$ cat src/rtl/oldland_bus_pkg.sv
// rtl/oldland_bus_pkg.sv - shared encodings and arbitration helper for the oldland bus arbiter
package oldland_bus_pkg;

   localparam logic [1:0] WIDTH_BYTE = 2'b00;
   localparam logic [1:0] WIDTH_HALF = 2'b01;
   localparam logic [1:0] WIDTH_WORD = 2'b10;

   typedef enum logic [1:0] {
      MASTER_DBG = 2'd0,
      MASTER_D   = 2'd1,
      MASTER_I   = 2'd2
   } master_t;

   typedef enum logic [2:0] {
      ST_IDLE = 3'b001,
      ST_BUS  = 3'b010,
      ST_RESP = 3'b100
   } state_t;

   localparam logic [31:0] ERR_RD_VAL = 32'hdeadbeef;

   // Scan requesters in dbg -> d -> i order starting after the last winner.
   function automatic master_t rr_pick(input master_t last, input logic req_dbg,
                                       input logic req_d, input logic req_i);
      case (last)
         MASTER_DBG: return req_d ? MASTER_D : (req_i ? MASTER_I : MASTER_DBG);
         MASTER_D:   return req_i ? MASTER_I : (req_dbg ? MASTER_DBG : MASTER_D);
         default:    return req_dbg ? MASTER_DBG : (req_d ? MASTER_D : MASTER_I);
      endcase
   endfunction

endpackage

$ cat src/rtl/oldland_lane_steer.sv
// rtl/oldland_lane_steer.sv - byte lane enables, write replication, read extraction, alignment check
module oldland_lane_steer
   import oldland_bus_pkg::*;
(
   input  logic [1:0]  addr_lo,
   input  logic [1:0]  width,
   input  logic [31:0] wr_val,
   input  logic [31:0] bus_rd_val,
   output logic [3:0]  bytesel,
   output logic [31:0] bus_wr_val,
   output logic [31:0] rd_val,
   output logic        misaligned
);

   logic [31:0] rd_shifted;

   assign rd_shifted = bus_rd_val >> {addr_lo, 3'b000};

   always_comb begin
      bytesel    = 4'b0000;
      bus_wr_val = wr_val;
      rd_val     = bus_rd_val;
      misaligned = 1'b0;
      case (width)
         WIDTH_BYTE: begin
            bytesel    = 4'b0001 << addr_lo;
            bus_wr_val = {4{wr_val[7:0]}};
            rd_val     = {24'h0, rd_shifted[7:0]};
         end
         WIDTH_HALF: begin
            bytesel    = addr_lo[1] ? 4'b1100 : 4'b0011;
            bus_wr_val = {2{wr_val[15:0]}};
            rd_val     = {16'h0, rd_shifted[15:0]};
            misaligned = addr_lo[0];
         end
         WIDTH_WORD: begin
            bytesel    = 4'b1111;
            misaligned = (addr_lo != 2'b00);
         end
         default: misaligned = 1'b1;
      endcase
   end

endmodule

$ cat src/rtl/oldland_bus_arbiter.sv
// rtl/oldland_bus_arbiter.sv - shares the external memory bus between debug, dcache and icache
module oldland_bus_arbiter
   import oldland_bus_pkg::*;
#(
   parameter int unsigned timeout_cycles = 1024,
   parameter bit          dbg_priority   = 1'b1
) (
   input  logic        clk,
   input  logic        rst_n,
   input  logic        dbg_access,
   input  logic [31:0] dbg_addr,
   input  logic [1:0]  dbg_width,
   input  logic        dbg_wr_en,
   input  logic [31:0] dbg_wr_val,
   output logic [31:0] dbg_rd_val,
   output logic        dbg_compl,
   input  logic        d_access,
   input  logic [31:0] d_addr,
   input  logic [1:0]  d_width,
   input  logic        d_wr_en,
   input  logic [31:0] d_wr_val,
   output logic [31:0] d_rd_val,
   output logic        d_compl,
   output logic        d_error,
   input  logic        i_access,
   input  logic [31:0] i_addr,
   output logic [31:0] i_rd_val,
   output logic        i_compl,
   output logic        i_error,
   output logic        bus_access,
   output logic [31:0] bus_addr,
   output logic        bus_wr_en,
   output logic [3:0]  bus_bytesel,
   output logic [31:0] bus_wr_val,
   input  logic [31:0] bus_rd_val,
   input  logic        bus_ack,
   input  logic        bus_error,
   output logic        busy
);

   localparam logic [15:0] TIMEOUT_LAST = 16'(timeout_cycles - 1);

   state_t      state_q, state_d;
   master_t     grant_q, grant_d, rr_last_q, rr_last_d;
   logic [15:0] timer_q, timer_d;
   logic        dbg_pending_q, dbg_pending_d;
   logic [31:0] dbg_addr_q, dbg_addr_d, dbg_wr_val_q, dbg_wr_val_d;
   logic [1:0]  dbg_width_q, dbg_width_d;
   logic        dbg_wr_en_q, dbg_wr_en_d;
   logic [1:0]  xfer_lo_q, xfer_lo_d, xfer_width_q, xfer_width_d;
   logic        bus_access_q, bus_access_d, bus_wr_en_q, bus_wr_en_d;
   logic [31:0] bus_addr_q, bus_addr_d, bus_wr_val_q, bus_wr_val_d;
   logic [3:0]  bus_bytesel_q, bus_bytesel_d;
   logic [31:0] dbg_rd_val_q, dbg_rd_val_d, d_rd_val_q, d_rd_val_d, i_rd_val_q, i_rd_val_d;
   logic        dbg_compl_q, dbg_compl_d, d_compl_q, d_compl_d, i_compl_q, i_compl_d;
   logic        d_error_q, d_error_d, i_error_q, i_error_d;

   master_t     cand, owner;
   logic        any_req, fin, fin_err;
   logic [31:0] fin_rd;
   logic [31:0] cand_addr, cand_wr_val;
   logic [1:0]  cand_width;
   logic        cand_wr_en;
   logic [1:0]  steer_lo, steer_width;
   logic [3:0]  steer_bytesel;
   logic [31:0] steer_wr_val, steer_rd_val;
   logic        steer_misaligned;

   assign any_req = dbg_pending_q | d_access | i_access;
   assign cand    = (dbg_priority && dbg_pending_q) ? MASTER_DBG
                                                    : rr_pick(rr_last_q, dbg_pending_q, d_access, i_access);

   always_comb begin
      cand_addr   = i_addr;
      cand_width  = WIDTH_WORD;
      cand_wr_en  = 1'b0;
      cand_wr_val = 32'h0;
      case (cand)
         MASTER_DBG: begin
            cand_addr   = dbg_addr_q;
            cand_width  = dbg_width_q;
            cand_wr_en  = dbg_wr_en_q;
            cand_wr_val = dbg_wr_val_q;
         end
         MASTER_D: begin
            cand_addr   = d_addr;
            cand_width  = d_width;
            cand_wr_en  = d_wr_en;
            cand_wr_val = d_wr_val;
         end
         default: ;
      endcase
   end

   // One steering instance: fed by the candidate while arbitrating, by the latched transfer otherwise.
   assign steer_lo    = (state_q == ST_IDLE) ? cand_addr[1:0] : xfer_lo_q;
   assign steer_width = (state_q == ST_IDLE) ? cand_width     : xfer_width_q;

   oldland_lane_steer u_steer (
      .addr_lo    (steer_lo),
      .width      (steer_width),
      .wr_val     (cand_wr_val),
      .bus_rd_val (bus_rd_val),
      .bytesel    (steer_bytesel),
      .bus_wr_val (steer_wr_val),
      .rd_val     (steer_rd_val),
      .misaligned (steer_misaligned)
   );

   assign owner = (state_q == ST_IDLE) ? cand : grant_q;

   always_comb begin
      state_d       = state_q;
      grant_d       = grant_q;
      rr_last_d     = rr_last_q;
      timer_d       = timer_q;
      dbg_pending_d = dbg_pending_q;
      dbg_addr_d    = dbg_addr_q;
      dbg_width_d   = dbg_width_q;
      dbg_wr_en_d   = dbg_wr_en_q;
      dbg_wr_val_d  = dbg_wr_val_q;
      xfer_lo_d     = xfer_lo_q;
      xfer_width_d  = xfer_width_q;
      bus_access_d  = bus_access_q;
      bus_addr_d    = bus_addr_q;
      bus_wr_en_d   = bus_wr_en_q;
      bus_bytesel_d = bus_bytesel_q;
      bus_wr_val_d  = bus_wr_val_q;
      dbg_rd_val_d  = dbg_rd_val_q;
      d_rd_val_d    = d_rd_val_q;
      i_rd_val_d    = i_rd_val_q;
      d_error_d     = d_error_q;
      i_error_d     = i_error_q;
      dbg_compl_d   = 1'b0;
      d_compl_d     = 1'b0;
      i_compl_d     = 1'b0;
      fin           = 1'b0;
      fin_err       = 1'b0;
      fin_rd        = ERR_RD_VAL;

      case (state_q)
         ST_IDLE: begin
            if (any_req) begin
               grant_d = cand;
               if (!dbg_priority || cand != MASTER_DBG) rr_last_d = cand;
               if (steer_misaligned) begin
                  state_d = ST_RESP;
                  fin     = 1'b1;
                  fin_err = 1'b1;
               end else begin
                  state_d       = ST_BUS;
                  timer_d       = 16'h0;
                  xfer_lo_d     = cand_addr[1:0];
                  xfer_width_d  = cand_width;
                  bus_access_d  = 1'b1;
                  bus_addr_d    = {cand_addr[31:2], 2'b00};
                  bus_wr_en_d   = cand_wr_en;
                  bus_bytesel_d = steer_bytesel;
                  bus_wr_val_d  = steer_wr_val;
               end
            end
         end
         ST_BUS: begin
            if (bus_ack || timer_q == TIMEOUT_LAST) begin
               state_d       = ST_RESP;
               fin           = 1'b1;
               fin_err       = bus_ack ? bus_error : 1'b1;
               fin_rd        = bus_ack ? steer_rd_val : ERR_RD_VAL;
               bus_access_d  = 1'b0;
               bus_addr_d    = 32'h0;
               bus_wr_en_d   = 1'b0;
               bus_bytesel_d = 4'h0;
               bus_wr_val_d  = 32'h0;
            end else begin
               timer_d = timer_q + 16'd1;
            end
         end
         default: begin
            state_d = ST_IDLE;
            timer_d = 16'h0;
            if (grant_q == MASTER_DBG) dbg_pending_d = 1'b0;
         end
      endcase

      if (fin) begin
         case (owner)
            MASTER_DBG: begin
               dbg_compl_d  = 1'b1;
               dbg_rd_val_d = fin_err ? ERR_RD_VAL : fin_rd;
            end
            MASTER_D: begin
               d_compl_d  = 1'b1;
               d_rd_val_d = fin_rd;
               d_error_d  = fin_err;
            end
            default: begin
               i_compl_d  = 1'b1;
               i_rd_val_d = fin_rd;
               i_error_d  = fin_err;
            end
         endcase
      end

      if (dbg_access && !dbg_pending_q) begin
         dbg_pending_d = 1'b1;
         dbg_addr_d    = dbg_addr;
         dbg_width_d   = dbg_width;
         dbg_wr_en_d   = dbg_wr_en;
         dbg_wr_val_d  = dbg_wr_val;
      end
   end

   always_ff @(posedge clk or negedge rst_n) begin
      if (!rst_n) begin
         state_q       <= ST_IDLE;
         grant_q       <= MASTER_I;
         rr_last_q     <= MASTER_I;
         timer_q       <= 16'h0;
         dbg_pending_q <= 1'b0;
         dbg_addr_q    <= 32'h0;
         dbg_width_q   <= 2'b00;
         dbg_wr_en_q   <= 1'b0;
         dbg_wr_val_q  <= 32'h0;
         xfer_lo_q     <= 2'b00;
         xfer_width_q  <= 2'b00;
         bus_access_q  <= 1'b0;
         bus_addr_q    <= 32'h0;
         bus_wr_en_q   <= 1'b0;
         bus_bytesel_q <= 4'h0;
         bus_wr_val_q  <= 32'h0;
         dbg_rd_val_q  <= 32'h0;
         d_rd_val_q    <= 32'h0;
         i_rd_val_q    <= 32'h0;
         dbg_compl_q   <= 1'b0;
         d_compl_q     <= 1'b0;
         i_compl_q     <= 1'b0;
         d_error_q     <= 1'b0;
         i_error_q     <= 1'b0;
      end else begin
         state_q       <= state_d;
         grant_q       <= grant_d;
         rr_last_q     <= rr_last_d;
         timer_q       <= timer_d;
         dbg_pending_q <= dbg_pending_d;
         dbg_addr_q    <= dbg_addr_d;
         dbg_width_q   <= dbg_width_d;
         dbg_wr_en_q   <= dbg_wr_en_d;
         dbg_wr_val_q  <= dbg_wr_val_d;
         xfer_lo_q     <= xfer_lo_d;
         xfer_width_q  <= xfer_width_d;
         bus_access_q  <= bus_access_d;
         bus_addr_q    <= bus_addr_d;
         bus_wr_en_q   <= bus_wr_en_d;
         bus_bytesel_q <= bus_bytesel_d;
         bus_wr_val_q  <= bus_wr_val_d;
         dbg_rd_val_q  <= dbg_rd_val_d;
         d_rd_val_q    <= d_rd_val_d;
         i_rd_val_q    <= i_rd_val_d;
         dbg_compl_q   <= dbg_compl_d;
         d_compl_q     <= d_compl_d;
         i_compl_q     <= i_compl_d;
         d_error_q     <= d_error_d;
         i_error_q     <= i_error_d;
      end
   end

   assign dbg_rd_val  = dbg_rd_val_q;
   assign dbg_compl   = dbg_compl_q;
   assign d_rd_val    = d_rd_val_q;
   assign d_compl     = d_compl_q;
   assign d_error     = d_error_q;
   assign i_rd_val    = i_rd_val_q;
   assign i_compl     = i_compl_q;
   assign i_error     = i_error_q;
   assign bus_access  = bus_access_q;
   assign bus_addr    = bus_addr_q;
   assign bus_wr_en   = bus_wr_en_q;
   assign bus_bytesel = bus_bytesel_q;
   assign bus_wr_val  = bus_wr_val_q;
   assign busy        = (state_q != ST_IDLE);

   // Cache masters must hold their request for the whole bus cycle.
   a_d_held: assert property (@(posedge clk) disable iff (!rst_n)
                              (state_q == ST_BUS && grant_q == MASTER_D) |-> d_access);
   a_i_held: assert property (@(posedge clk) disable iff (!rst_n)
                              (state_q == ST_BUS && grant_q == MASTER_I) |-> i_access);

endmodule
$ cat config.mk
export PLATFORM = sky130hd
export DESIGN_NAME = oldland_bus_arbiter
export DESIGN_NICKNAME = d
export VERILOG_FILES = /design/src/rtl/oldland_bus_pkg.sv /design/src/rtl/oldland_lane_steer.sv /design/src/rtl/oldland_bus_arbiter.sv
export SDC_FILE = /design/constraint.sdc
export NUM_CORES = 1
export LEC_CHECK = 0
export BUFFER_PORTS_ARGS = -buffer_cell sky130_fd_sc_hd__buf_2
export CAP_MARGIN = 20
export CORE_ASPECT_RATIO = 0.8
export CORE_MARGIN = 5
export CORE_UTILIZATION = 38
export DETAILED_ROUTE_END_ITERATION = 6
export SLEW_MARGIN = 25
export SYNTH_ARGS = -nofsm -noshare
export SYNTH_HDL_FRONTEND = slang
export SYNTH_SLANG_ARGS = --single-unit
$ cat constraint.sdc
create_clock -name clk -period 4.1 [get_ports clk]
set_clock_uncertainty 0.1 [all_clocks]
set_input_delay 0.41 -clock clk [delete_from_list [all_inputs] [get_ports clk]]
set_output_delay 0.41 -clock clk [all_outputs]
set_load 0.005 [all_outputs]
# Word level (Yosys, flattened, before mapping)
# Index checks and enable logic that the tools add are counted.
# Widths: inputs -> output; s select.
classes:
  addsub: 1
  n_eq_ne: 14
  n_shift: 2
  n_mux: 64
  bitwise_logic: 4
  reduce_logical: 24
ops:
  columns: ["operator", "n"]
  rows:
  - ["$pmux 32 s2", 6]
  - ["$mux 32", 9]
  - ["$mux 16", 3]
  - ["$pmux 16 s2", 1]
  - ["$shr 32x5->16", 1]
  - ["$mux 1", 19]
  - ["$add 16x1->16 const B", 1]
  - ["$eq 16x10->1 const B", 1]
  - ["$mux 2", 8]
  - ["$mux 4", 4]
  - ["$pmux 4 s3", 1]
  - ["$reduce_and 2->1", 6]
  - ["$logic_not 2->1", 5]
  - ["$pmux 1 s2", 5]
  - ["$mux 3", 3]
  - ["$reduce_and 3->1", 3]
  - ["$eq 2x1->1 const B", 4]
  - ["$ne 2x2->1 const B", 4]
  - ["$pmux 2 s2", 2]
  - ["$pmux 4 s2", 1]
  - ["$reduce_bool 2->1", 4]
  - ["$pmux 3 s2", 1]
  - ["$reduce_and 4->1", 1]
  - ["$reduce_or 2->1", 2]
  - ["12 further kinds", 14]
word_totals:
  register_bits: 266
  input_bits: 205
  out_inout_bits: 172
  word_cells: 133

# Longest topological paths before layout
# Gate-level depths: netlist of the first run.
depth:
  depth_word: 13
  mapped_depth: 11

# Cells and area by module
# A second synthesis of the first run with hierarchy kept.
unflattened:
  cells_unflattened: 1009
  hier_area_um2: 12463.2
modules_own_cells:
  columns: ["mod", "instances", "cells_per_inst", "area_per_inst_um2", "seq_area_each_um2"]
  rows:
  - ["oldland_bus_arbiter", 1, 858, 11354.6, 6610.1]
  - ["oldland_lane_steer", 1, 151, 1108.6, 0.0]

# Worst setup path after synthesis of the first run
# OpenSTA, ideal clock, no wires.
synth_timing:
  kind: "register -> register"
  start: "reg rr_last_q[0]"
  end: "reg d_rd_val_q[1] (netlist: d_rd_val[1])"
  setup_ps: 125
  t_arrival_ps: 2514
  t_required_ps: 3875
  setup_slack_ps: 1361
  path_stages_with_launch: 10
  n_path_buf: 1
  cell_sequence: "dfrtp_1 -> or4_4 -> nand2_2 -> a221oi_2 -> a21o_4 -> o21ai_2 -> a31oi_4 -> nor2_2 -> buf_4 -> mux2_2"
synth_via:
  elab_chain_cells: 12
  word_cells_on_any_way: 26
  cone_classes: "eq/ne: 5; shift: 1; mux: 15; reduce/logical: 5"
synth_lines:
  columns: ["element", "line_no", "rtl"]
  rows:
  - ["from (decl)", "oldland_bus_arbiter.sv:44", "master_t grant_q, grant_d, rr_last_q, rr_last_d;"]
  - ["from (signal assigned)", "oldland_bus_arbiter.sv:242", "rr_last_q <= rr_last_d;"]
  - ["$eq 2x1->1 / $logic_not 2->1 (equally long branches)", "oldland_bus_pkg.sv:25", "case (last)"]
  - ["$pmux 2 s2 *", "oldland_bus_pkg.sv:25", null]
  - ["$mux 2 *", "oldland_bus_arbiter.sv:70", "assign cand = (dbg_priority && dbg_pending_q) ? MASTER_DBG"]
  - ["parallel branches: the longest is 9 deep, another holds $pmux 32 s2", null, null]
  - ["to (signal assigned)", "oldland_bus_arbiter.sv:257", "d_rd_val_q <= d_rd_val_d;"]
  - ["to (decl)", "oldland_bus_arbiter.sv:54", "logic [31:0] dbg_rd_val_q, dbg_rd_val_d, d_rd_val_q, d_rd_val_d, i_rd_val_q, i_rd_val_d;"]
# Mark *: on every way between the ends.
# A chain may end at the register's enable or synchronous reset.

# Worst setup path after layout of the first run
layout_timing:
  start: "reg rr_last_q[1]"
  end: "reg dbg_rd_val_q[15] (netlist: dbg_rd_val[15])"
layout_via:
  elab_chain_cells: 12
  word_cells_on_any_way: 28
  cone_classes: "eq/ne: 4; shift: 1; mux: 17; reduce/logical: 6"
layout_lines:
  columns: ["element", "line_no", "rtl"]
  rows:
  - ["$eq 2x1->1 / $logic_not 2->1 (equally long branches)", "oldland_bus_pkg.sv:25", null]
  - ["$pmux 2 s2 *", "oldland_bus_pkg.sv:25", null]
  - ["$mux 2 *", "oldland_bus_arbiter.sv:70", null]
  - ["$eq 2x1->1 / $logic_not 2->1 (equally long branches)", "oldland_bus_arbiter.sv:78", "case (cand)"]
  - ["$pmux 32 s2 / $pmux 2 s2 (equally long branches)", "oldland_bus_arbiter.sv:78", null]
  - ["$mux 2, on equally long branches", "oldland_bus_arbiter.sv:96, oldland_bus_arbiter.sv:97", null]
  - ["$shr 32x5->16, or another cell as far along", "oldland_lane_steer.sv:17", "assign rd_shifted = bus_rd_val >> {addr_lo, 3'b000};"]
  - ["$pmux 32 s2 / $pmux 1 s3 (equally long branches)", "oldland_lane_steer.sv:24", "case (width)"]
  - ["$mux 32 / $mux 1 (equally long branches)", "oldland_bus_arbiter.sv:168, oldland_bus_arbiter.sv:146", null]
  - ["$mux 32 / $mux 1 (equally long branches)", "oldland_bus_arbiter.sv:164, oldland_bus_arbiter.sv:143", null]
  - ["$mux 32 / $pmux 1 s2 (equally long branches)", "oldland_bus_arbiter.sv:141", "case (state_q)"]
  - ["$mux 32 / $reduce_and 2->1 (equally long branches)", null, null]
  - ["to (signal assigned)", "oldland_bus_arbiter.sv:256", "dbg_rd_val_q <= dbg_rd_val_d;"]
  - ["to (decl)", "oldland_bus_arbiter.sv:54", null]
# Every way passes the cells marked *; elsewhere a longest branch is shown, timed or not.

==> results.py, run 1 <==
metrics = {
    "floorplan": {
        "die_outline_area_um2": 35300,
        "start_util": 0.384,
        "die_h_um": 169,
        "floorplan.core_area_um2": 31400,
        "core.rowCount": 58,
        "top_level_i_o_count": 377,
        "fp.dieW_um": 209,
    },
    "clock_network": {
        "cts-buffers-inserted": 28,
        "clk_pin_slew_ps": 60,
        "cts-root-to-sink-buffers": 3,
        "postCtsSetupRepairBufs": 0,
        "ctsRootBufferMaster": "sky130_fd_sc_hd__clkbuf_16",
        "numClockSinks": 264,
        "tritoncts": "built",
        "cts.htree.levels": 1,
        "clock_latency_ps": 550,
    },
    "timing": {
        "finalSetupViolations": 0,
        "tightest_slew_ps": 973,
        "post-route-worst-setup-slack_ps": 540,
        "hold_violations": 0,
        "final.period_utilization": 0.868,
        "setup_total_negative_slack_ps": 0,
        "timing.final.max_slew_violations": 0,
        "relSlewSlack": 0.351,
        "finalCriticalPeriod_ps": 3560,
        "highest_achievable_clock_rate_mhz": 281,
        "unrepaired_setup_endpoints_after_global_routing": "false",
    },
    "global_route": {
        "grt_use_total": 0.218,
        "grt_first_pass_wirelength_mm": 61.7,
        "globalRoute.totalOverflow": 0,
        "grt_max_degree": 116,
        "initial_antenna_violation_count": 4,
        "grt_pass1_vias": 10300,
    },
    "job": {
        "drv.max_cap_violation_count": 0,
    },
    "place": {
        "io_buffer_count": 374,
        "postPlaceCellArea_um2": 14300,
        "placed_cells": 1773,
        "dp_hpwl_mm": 28.1,
        "dp_slack_ps": 486,
        "gp_congestion": 0.845,
    },
    "critical_path": {
        "reg2reg_setup_slack_ps": 540,
        "worstPathRequired_ps": 4430,
        "worst_r2r_startpoint": "rr_last_q[1]$_DFFE_PN1P_",
        "type_of_the_setup_path_with_the_least_slack": "reg2reg",
        "worst_reg2reg_path_depth": 10,
        "launching_element_of_the_worst_setup_path": "rr_last_q[1]$_DFFE_PN1P_",
        "critical_path.endpoint_type": "flip-flop",
        "worst-endpoint-arrival_ps": 3890,
        "critPathLaunchType": "flip-flop",
        "timing.critical_path.fanout_max": 25,
    },
    "route": {
        "detail_route.wl_per_cell_um": 20.9,
        "drt_iter0_drc": 627,
        "detail_route.wirelength_mm": 39.7,
        "route.antenna.remaining_nets": 0,
        "drc": 0,
        "route.detailed.vias_per_inst": 5.32,
        "detail_route.first_pass.iterations": 5,
        "num_vias": 10100,
    },
    "hold_path": {
        "hold-path-cell-count": 3,
        "timing.hold.worst.class": "in2reg",
        "timing.hold.worst.start": "d_wr_en",
    },
    "final_layout": {
        "layout.area.seq_um2": 6610,
        "fraction_of_layout_instances_using_a_drive_strength_above_1": 0.382,
        "area.growth.synth_to_final_pct": 33.7,
        "finish.net_count": 1657,
        "finalCoreUtilization": 0.513,
        "final_cell_count_no_fill": 1898,
        "final_cell_area_um2": 16100,
        "footprint_of_the_multi_input_gates_um2": 5050,
        "fillerInstances": 2885,
    },
    "synth": {
        "netlist_instances": 1029,
        "ys_types": 76,
        "synth-edff-count": 0,
        "synth_seq_area_share": 0.550,
        "proportion_of_synthesized_flip_flops_having_asynchronous_set_or_reset": 1.00,
        "synth_area_per_cell_um2": 11.7,
        "postSynthRegisterBits": 264,
        "synth_warnings": 0,
        "syn_area_um2": 12000,
        "dominantRegCellSynth": "sky130_fd_sc_hd__dfrtp_1",
    },
    "pwr": {
        "power.density_nw_per_um2": 807,
        "leakagePower_nw": 7.20,
        "ir_drop_mv": 0.580,
    },
    "status": {
        "outcome": "completed",
    },
}
[per-stage QoR]
stage / hold slack, ps / power (mW)
finish: 82.5 / 13.0
global route: 47.3 / 13.9
CTS: 43.0 / 13.1
detailed placement: 365 / 10.1
global placement: 358 / 10.0
floorplan: 14.4 / 7.92
[worst max-delay path: stages, from the launching register on]
cell and delay [ps]:
sky130_fd_sc_hd__dfstp_2 570, sky130_fd_sc_hd__nor4b_1 70, sky130_fd_sc_hd__a31o_2 380, sky130_fd_sc_hd__a221oi_2 440
sky130_fd_sc_hd__or2_1 200, sky130_fd_sc_hd__buf_4 240, sky130_fd_sc_hd__nand3_2 150, sky130_fd_sc_hd__a31oi_4 420
sky130_fd_sc_hd__or2_1 440, sky130_fd_sc_hd__inv_6 180, sky130_fd_sc_hd__o22a_1 240
[power breakdown]
| part | switching, mW | internal, mW |
|---|---|---|
| registers | 0.571 | 3.64 |
| logic | 3.49 | 2.42 |
| clock network | 1.10 | 1.75 |
| total | 5.15 | 7.81 |
[cells in the final DEF, fill, tap and decap left out, drive strengths merged, types with 6 or more instances in the layout]
cell type and count:
dfrtp 261, o22a 22, mux2 132, clkbuf 38, nand2 117, a221o 8
a21oi 63, a22o 50, o31ai 6, diode 6, a2bb2oi 9, a21o 13
a32o 12, o21ai 100, dlygate4sd3 68, nor3 7, a22oi 17, nand3 10
nor2 23, buf 397, inv 10, mux2i 10, a221oi 16, and2 10
[timing repair]
item,CTS,global route
gates resized for setup,0,0
endpoints found under the hold margin,180,0
hold buffers,68,0
[metal layers]
layer  GRT usage  up-vias  share of wire
met5           0        -              0
met4      0.0528        0          0.022
met3      0.0532       54          0.063
met2       0.345      294           0.46
met1       0.305     5065           0.45
li1            -     4681              -
[synth_stat cells, drive strengths merged, types with 2 or more instances]
cell type    n  area (µm²)
a211oi       2        15.0
a21o        13         105
a21oi       63         334
a221o        8        80.1
a221oi      16         159
a22o        50         438
a22oi       17         128
a2bb2oi      9        78.8
a31oi        4        40.0
a32o        12         120
a41oi        2        25.0
and2        10        62.6
and3         2        12.5
buf         31         204
clkbuf      43         163
dfrtp      261        6530
dfstp        3        78.8
inv          9        38.8
mux2       132        1490
mux2i       10         100
nand2      117         442
nand2b       3        26.3
nand3       10        55.1
nand4        3        18.8
nor2        23        98.8
nor3         7        51.3
nor3b        2        26.3
nor4         5        76.3
o21ai      100         504
o21bai       3        22.5
o22a        22         193
o22ai        5        37.5
o2bb2ai      5        43.8
o31ai        6        45.0
o32ai        3        26.3
or2          4        25.0
or4          2        22.5
[final timing paths]
kind / end
worst max register to register: dbg_rd_val[15]$_DFFE_PN0P_
max in group asynchronous: state_q[0]$_DFFE_PN1P_
worst max-delay path: dbg_rd_val[15]$_DFFE_PN0P_
min in group asynchronous: dbg_wr_val_q[1]$_DFFE_PN0P_
worst min register to register: bus_wr_val[0]$_DFFE_PN0P_
worst min-delay path: bus_wr_en$_DFFE_PN0P_
[area by class of cell]
| type | instances | share of cell area |
|---|---|---|
| Inverter | 9 | 0.00241 |
| Tap cell | 420 | 0.0327 |
| Antenna cell | 6 | 0.000934 |
| Clock buffer | 38 | 0.0522 |
| Timing Repair Buffer | 465 | 0.173 |
| Multi-Input combinational cell | 683 | 0.314 |
| Sequential cell | 264 | 0.411 |
| Clock inverter | 13 | 0.0127 |
[sequential cells by signal, summed over array words and instances, names as in the netlist, 3 cells and up]
| register | cells |
|---|---|
| bus_addr | 30 |
| bus_wr_val | 32 |
| dbg_addr_q | 32 |
| bus_bytesel | 4 |
| dbg_rd_val | 32 |
| i_rd_val | 32 |
| state_q | 3 |
| timer_q | 16 |
| d_rd_val | 32 |
| dbg_wr_val_q | 32 |
[cell families after synthesis]
kind of cell / count (synthesis) / share of synthesized area
AO/OA/AOI/OAI: 345 / 0.203
flip-flops: 264 / 0.550
AND/OR/NAND/NOR: 193 / 0.0799
multiplexers: 142 / 0.132
buffers and inverters: 83 / 0.0337
adder cells (fa/ha/maj): 1 / 0.00104
other: 1 / 0.000312
(Power assumes the default switching activity.)
==> run 2: changes to the inputs <==
--- a/config.mk
+++ b/config.mk
@@ -10,7 +10,10 @@
 export CORE_ASPECT_RATIO = 0.8
 export CORE_MARGIN = 5
 export CORE_UTILIZATION = 38
+export CTS_CLUSTER_DIAMETER = 40
 export DETAILED_ROUTE_END_ITERATION = 6
+export GPL_ROUTABILITY_DRIVEN = 0
+export RECOVER_POWER = 100
 export SLEW_MARGIN = 25
 export SYNTH_ARGS = -nofsm -noshare
 export SYNTH_HDL_FRONTEND = slang
==> run 2 against run 1 <==
The run now ends with max-capacitance violations, max-slew violations left. Die area unchanged. Final area decreased by 1.2%. Total power increased by 4.2%. Fmax decreased by 3.2%. First-iteration DRC count increased by 9.9%. Critical path depth unchanged. Clock power increased by 26%. Final cell count decreased by 0.74%. Sequential power about the same. Combinational power decreased by 3.6%. Critical path type unchanged. Largest cell class unchanged. Largest power group unchanged.
==> results.py, run 2 (synthesis results as in run 1) <==
metrics = {
    "status": {
        "violations": "max-capacitance violations, max-slew violations",
        "outcome": "finished, violations left",
    },
    "timing": {
        "relSlewSlack": -1.00,
        "unrepaired_setup_endpoints_after_global_routing": "false",
        "setup_total_negative_slack_ps": 0,
        "hold_violations": 0,
        "finalCriticalPeriod_ps": 3680,
        "tightest_slew_ps": 3010,
        "timing.final.max_slew_violations": 159,
        "highest_achievable_clock_rate_mhz": 272,
        "finalSetupViolations": 0,
        "final.period_utilization": 0.897,
    },
    "global_route": {
        "grt_use_total": 0.219,
        "grt_max_degree": 116,
        "initial_antenna_violation_count": 2,
        "grt_pass1_vias": 10300,
        "grt_first_pass_wirelength_mm": 61.4,
        "globalRoute.totalOverflow": 0,
    },
    "final_layout": {
        "area.growth.synth_to_final_pct": 32.1,
        "finish.net_count": 1638,
        "layout_common_cells": "261 x sky130_fd_sc_hd__dfrtp_1, 240 x sky130_fd_sc_hd__buf_2, 138 x sky130_fd_sc_hd__clkbuf_1",
        "fraction_of_layout_instances_using_a_drive_strength_above_1": 0.301,
        "layout.cells.most_common": "sky130_fd_sc_hd__dfrtp_1",
    },
    "critical_path": {
        "worst-endpoint-arrival_ps": 3990,
        "timing.critical_path.fanout_max": 25,
        "critPathLaunchType": "flip-flop",
        "type_of_the_setup_path_with_the_least_slack": "reg2reg",
        "cpMaxStageDelayCell": "sky130_fd_sc_hd__dfstp_1",
        "worst_reg2reg_path_depth": 10,
        "critical_path.endpoint_type": "flip-flop",
        "crit_chain": "nor4b_1 -> a31o_2 -> a221oi_2 -> or2_0 -> buf_4 -> nand3_1 -> a31oi_4 -> or2_1 -> inv_6 -> o22a_1",
        "path_buf_inv": 2,
        "worstPathRequired_ps": 4410,
        "worst_path_largest_cell_delay_ps": 590,
        "cp.depth": 10,
        "critical-path-top-delay-family": "compound AO/OA/AOI/OAI gates",
    },
    "pwr": {
        "ir_drop_mv": 0.504,
        "leakagePower_nw": 6.84,
        "power_mw": 13.5,
        "power.density_nw_per_um2": 850,
    },
    "route": {
        "num_vias": 10000,
        "route.detailed.vias_per_inst": 5.33,
        "detail_route.wl_per_cell_um": 21.1,
        "drt_iter0_drc": 689,
        "route.antenna.remaining_nets": 0,
        "detail_route.first_pass.iterations": 5,
        "detail_route.wirelength_mm": 39.8,
        "drc": 0,
    },
    "floorplan": {
        "die_h_um": 169,
        "floorplan.core_area_um2": 31400,
        "fp.dieW_um": 209,
        "die_outline_area_um2": 35300,
        "core.rowCount": 58,
        "top_level_i_o_count": 377,
        "start_util": 0.384,
    },
    "clock_network": {
        "clk_pin_slew_ps": 60,
        "hold_buffers": 37,
        "cts-resized-gates": 0,
        "tritoncts": "built",
        "cts-buffers-inserted": 40,
        "clock_latency_ps": 530,
        "postCtsSetupRepairBufs": 0,
        "cts-root-to-sink-buffers": 3,
        "cts.htree.levels": 2,
        "numClockSinks": 264,
        "ctsRootBufferMaster": "sky130_fd_sc_hd__clkbuf_16",
    },
    "job": {
        "drv.max_cap_violation_count": 2,
    },
    "hold_path": {
        "timing.hold.worst.class": "in2reg",
        "hold-path-cell-count": 2,
    },
    "place": {
        "dp_hpwl_mm": 28.1,
        "io_buffer_count": 374,
    },
}
==> run 2: final cells by class <==
| type | count | area, µm² |
|---|---|---|
| Fill cell | 2931 | 15500 |
| Sequential cell | 264 | 6610 |
| Multi-Input combinational cell | 683 | 5010 |
| Timing Repair Buffer | 434 | 2280 |
| Clock buffer | 46 | 1080 |
| Tap cell | 420 | 526 |
| Clock inverter | 26 | 332 |
| Inverter | 9 | 38.8 |
| Antenna cell | 2 | 5.00 |
==> run 2: routing by layer <==
layer	GRT usage	vias to the layer above	wire, µm
met5	0	-	0
met4	0.0581	0	862
met3	0.0547	60	2530
met2	0.345	309	18500
met1	0.305	5030	17800
li1	-	4642	-
==> run 2: worst paths after layout <==
| check | to | start | slack (ps) |
|---|---|---|---|
| setup / recovery | dbg_rd_val[11]$_DFFE_PN0P_ | rr_last_q[1]$_DFFE_PN1P_ | 420 |
| hold / removal | dbg_wr_val_q[30]$_DFFE_PN0P_ | dbg_wr_val[30] | 20 |
| setup reg to reg | dbg_rd_val[11]$_DFFE_PN0P_ | rr_last_q[1]$_DFFE_PN1P_ | 420 |
| hold reg to reg | bus_wr_val[0]$_DFFE_PN0P_ | bus_wr_val[0]$_DFFE_PN0P_ | 370 |
| max in group asynchronous | dbg_addr_q[26]$_DFFE_PN0P_ | rst_n | 840 |
| min in group asynchronous | bus_wr_val[2]$_DFFE_PN0P_ | rst_n | 1260 |
==> run 2: metrics by stage <==
stage / hold slack [ps] / area [µm²] / instances / utilization / worst slack [ps]
6_report: 22.3 / 15900 / 1884 / 0.507 / 422
5_1_grt: 6.05 / 15900 / 1884 / 0.507 / 209
4_1_cts: 0.00316 / 16100 / 1882 / 0.514 / 577
3_5_place_dp: 365 / 14300 / 1773 / 0.457 / 486
3_3_place_gp: 358 / 14300 / 1773 / 0.457 / 530
2_1_floorplan: 14.4 / 12000 / 1030 / - / 1360
==> run 2: where the power goes <==
group	switching, mW	internal (mW)
logic	3.45	2.25
registers	0.577	3.64
clock network	1.29	2.30
==> run 3: changes to the inputs <==
==> constraint.sdc (replaced) <==
create_clock -name clk -period 4.53 [get_ports clk]
set_clock_uncertainty 0.1 [all_clocks]
set_input_delay 0.453 -clock clk [delete_from_list [all_inputs] [get_ports clk]]
set_output_delay 0.453 -clock clk [all_outputs]
set_load 0.005 [all_outputs]
==> run 3 against run 2 <==
The run still ends with max-capacitance violations, max-slew violations left. Setup slack improved by 160 ps. Critical path depth did not move. Total power fell by 12%. Routed wire length fell by 1.5%. Register-to-register slack improved by 160 ps. Global-route usage fell by 0.38 points. Non-clock buffer count fell by 35. Utilization fell by 1.6 points. Final area fell by 3.2%. Sequential power fell by 9.7%. Combinational power fell by 11%. Clock power fell by 16%. Critical endpoint is now dbg_rd_val[6]$_DFFE_PN0P_. Largest cell class unchanged.
==> results.py, run 3 (synthesis results as in run 1) <==
metrics = {
    "status": {
        "outcome": "finished, violations left",
        "violations": "max-capacitance violations, max-slew violations",
    },
    "floorplan": {
        "top_level_i_o_count": 377,
        "floorplan.core_area_um2": 31400,
        "core.rowCount": 58,
        "die_outline_area_um2": 35300,
        "die_h_um": 169,
        "fp.dieW_um": 209,
        "start_util": 0.384,
    },
    "final_layout": {
        "finish.net_count": 1602,
        "layout.cells.most_common": "sky130_fd_sc_hd__dfrtp_1",
        "fraction_of_layout_instances_using_a_drive_strength_above_1": 0.299,
        "finalCoreUtilization": 0.491,
        "layout_common_cells": "261 x sky130_fd_sc_hd__dfrtp_1, 230 x sky130_fd_sc_hd__buf_2, 148 x sky130_fd_sc_hd__clkbuf_1",
        "final_cell_area_um2": 15400,
        "area.growth.synth_to_final_pct": 28.0,
    },
    "critical_path": {
        "crit_chain": "nor4b_1 -> a31o_1 -> a221oi_2 -> or2_0 -> buf_4 -> nand3_1 -> a31oi_4 -> or2_1 -> inv_6 -> o22a_1",
        "worst_path_largest_cell_delay_ps": 610,
        "critPathLaunchType": "flip-flop",
        "type_of_the_setup_path_with_the_least_slack": "reg2reg",
        "path_buf_inv": 2,
        "critical_path.endpoint_type": "flip-flop",
        "worstPathRequired_ps": 4840,
        "critical-path-top-delay-family": "compound AO/OA/AOI/OAI gates",
        "worst-endpoint-arrival_ps": 4260,
        "timing.critical_path.fanout_max": 25,
        "cpMaxStageDelayCell": "sky130_fd_sc_hd__dfstp_1",
    },
    "timing": {
        "unrepaired_setup_endpoints_after_global_routing": "false",
        "final.period_utilization": 0.872,
        "hold_violations": 0,
        "setup_total_negative_slack_ps": 0,
        "timing.final.max_slew_violations": 108,
        "hold_ws_ps": 54.7,
        "tightest_slew_ps": 2800,
        "highest_achievable_clock_rate_mhz": 253,
        "finalSetupViolations": 0,
        "finalCriticalPeriod_ps": 3950,
        "relSlewSlack": -0.865,
    },
    "clock_network": {
        "cts.htree.levels": 2,
        "postCtsSetupRepairBufs": 0,
        "cts-root-to-sink-buffers": 3,
        "ctsRootBufferMaster": "sky130_fd_sc_hd__clkbuf_16",
        "tritoncts": "built",
        "clk_pin_slew_ps": 60,
        "numClockSinks": 264,
        "clock_latency_ps": 520,
        "cts-buffers-inserted": 39,
    },
    "global_route": {
        "globalRoute.totalOverflow": 0,
        "grt_max_degree": 109,
        "grt_use_total": 0.215,
        "initial_antenna_violation_count": 3,
        "grt_pass1_vias": 9987,
        "grt_first_pass_wirelength_mm": 60.3,
    },
    "route": {
        "drc": 0,
        "route.detailed.vias_per_inst": 5.32,
        "route.antenna.remaining_nets": 0,
        "num_vias": 9834,
        "detail_route.wirelength_mm": 39.2,
        "drt_iter0_drc": 706,
        "detail_route.wl_per_cell_um": 21.2,
        "detail_route.first_pass.iterations": 5,
    },
    "pwr": {
        "power.density_nw_per_um2": 771,
        "leakagePower_nw": 6.60,
        "ir_drop_mv": 0.478,
        "power_mw": 11.9,
    },
    "place": {
        "postPlaceCellArea_um2": 14300,
        "dp_hpwl_mm": 28.2,
        "io_buffer_count": 374,
    },
    "hold_path": {
        "timing.hold.worst.class": "in2reg",
    },
    "job": {
        "drv.max_cap_violation_count": 1,
    },
}
run 3: cell count changes in the layout (fill, tap and decap cells not counted), moves of 2 or more:
cell                            previous run  this run
sky130_fd_sc_hd__dlygate4sd3_1            37         1
sky130_fd_sc_hd__buf_2                   240       230
sky130_fd_sc_hd__clkbuf_1                138       148
sky130_fd_sc_hd__bufinv_16                 6         3
sky130_fd_sc_hd__clkinv_2                  5         8
sky130_fd_sc_hd__buf_1                     0         2
sky130_fd_sc_hd__buf_12                    4         2
sky130_fd_sc_hd__buf_4                    14        16
sky130_fd_sc_hd__clkbuf_16                41        39
sky130_fd_sc_hd__diode_2                   2         4
run 3: final cells by class:
class / instances / area (µm²)
fillers: 3035 / 16000
flip-flops and latches: 264 / 6610
multi-input cells: 683 / 5010
repair buffers: 399 / 1890
clock buffers: 44 / 1030
well taps: 420 / 526
clock inverters: 27 / 267
inverters: 9 / 38.8
diodes: 4 / 10.0
run 3: timing repair:
item	4_1_cts	5_1_grt
hold buffers	1	0
endpoints found under the hold margin	102	0
gates resized for setup	0	0
run 3: path summary, 6_finish.rpt:
path | start | end | slack (ps) | cells past startpoint
max in group asynchronous | rst_n | dbg_addr_q[27]$_DFFE_PN0P_ | 1360 | 3
min | dbg_wr_val[6] | dbg_wr_val_q[6]$_DFFE_PN0P_ | 50 | 2
max reg2reg | rr_last_q[1]$_DFFE_PN1P_ | dbg_rd_val[6]$_DFFE_PN0P_ | 580 | 10
min reg2reg | bus_addr[2]$_DFFE_PN0P_ | bus_addr[2]$_DFFE_PN0P_ | 380 | 2
max | rr_last_q[1]$_DFFE_PN1P_ | dbg_rd_val[6]$_DFFE_PN0P_ | 580 | 10
min in group asynchronous | rst_n | dbg_wr_val_q[20]$_DFFE_PN0P_ | 1220 | 2
run 3: metal layers:
metal,up-vias,part of all wire,global-route usage
met5,-,0,0
met2,295,0.46,0.333
met4,0,0.019,0.0576
li1,4573,-,-
met1,4917,0.45,0.300
met3,49,0.069,0.0598
run 3: worst reg2reg max path, delay by kind of cell (launching register included):
family	cells	cell delay (ps)
AO/OA/AOI/OAI	4	1420
AND/OR/NAND/NOR	4	1260
flip-flops	1	610
buffers and inverters	2	450
run 3: power by group:
part / internal [mW] / switching, mW / leakage (nW)
Sequential: 3.30 / 0.514 / 3.11
Combinational: 1.96 / 3.10 / 2.85
Clock: 1.84 / 1.16 / 0.629
run 3: metrics by stage:
step / setup WS (ps) / instances
global route: 365 / 1849
CTS: 935 / 1845
floorplan: 1790 / 1030
detailed placement: 880 / 1773
finish: 582 / 1850
global placement: 993 / 1773
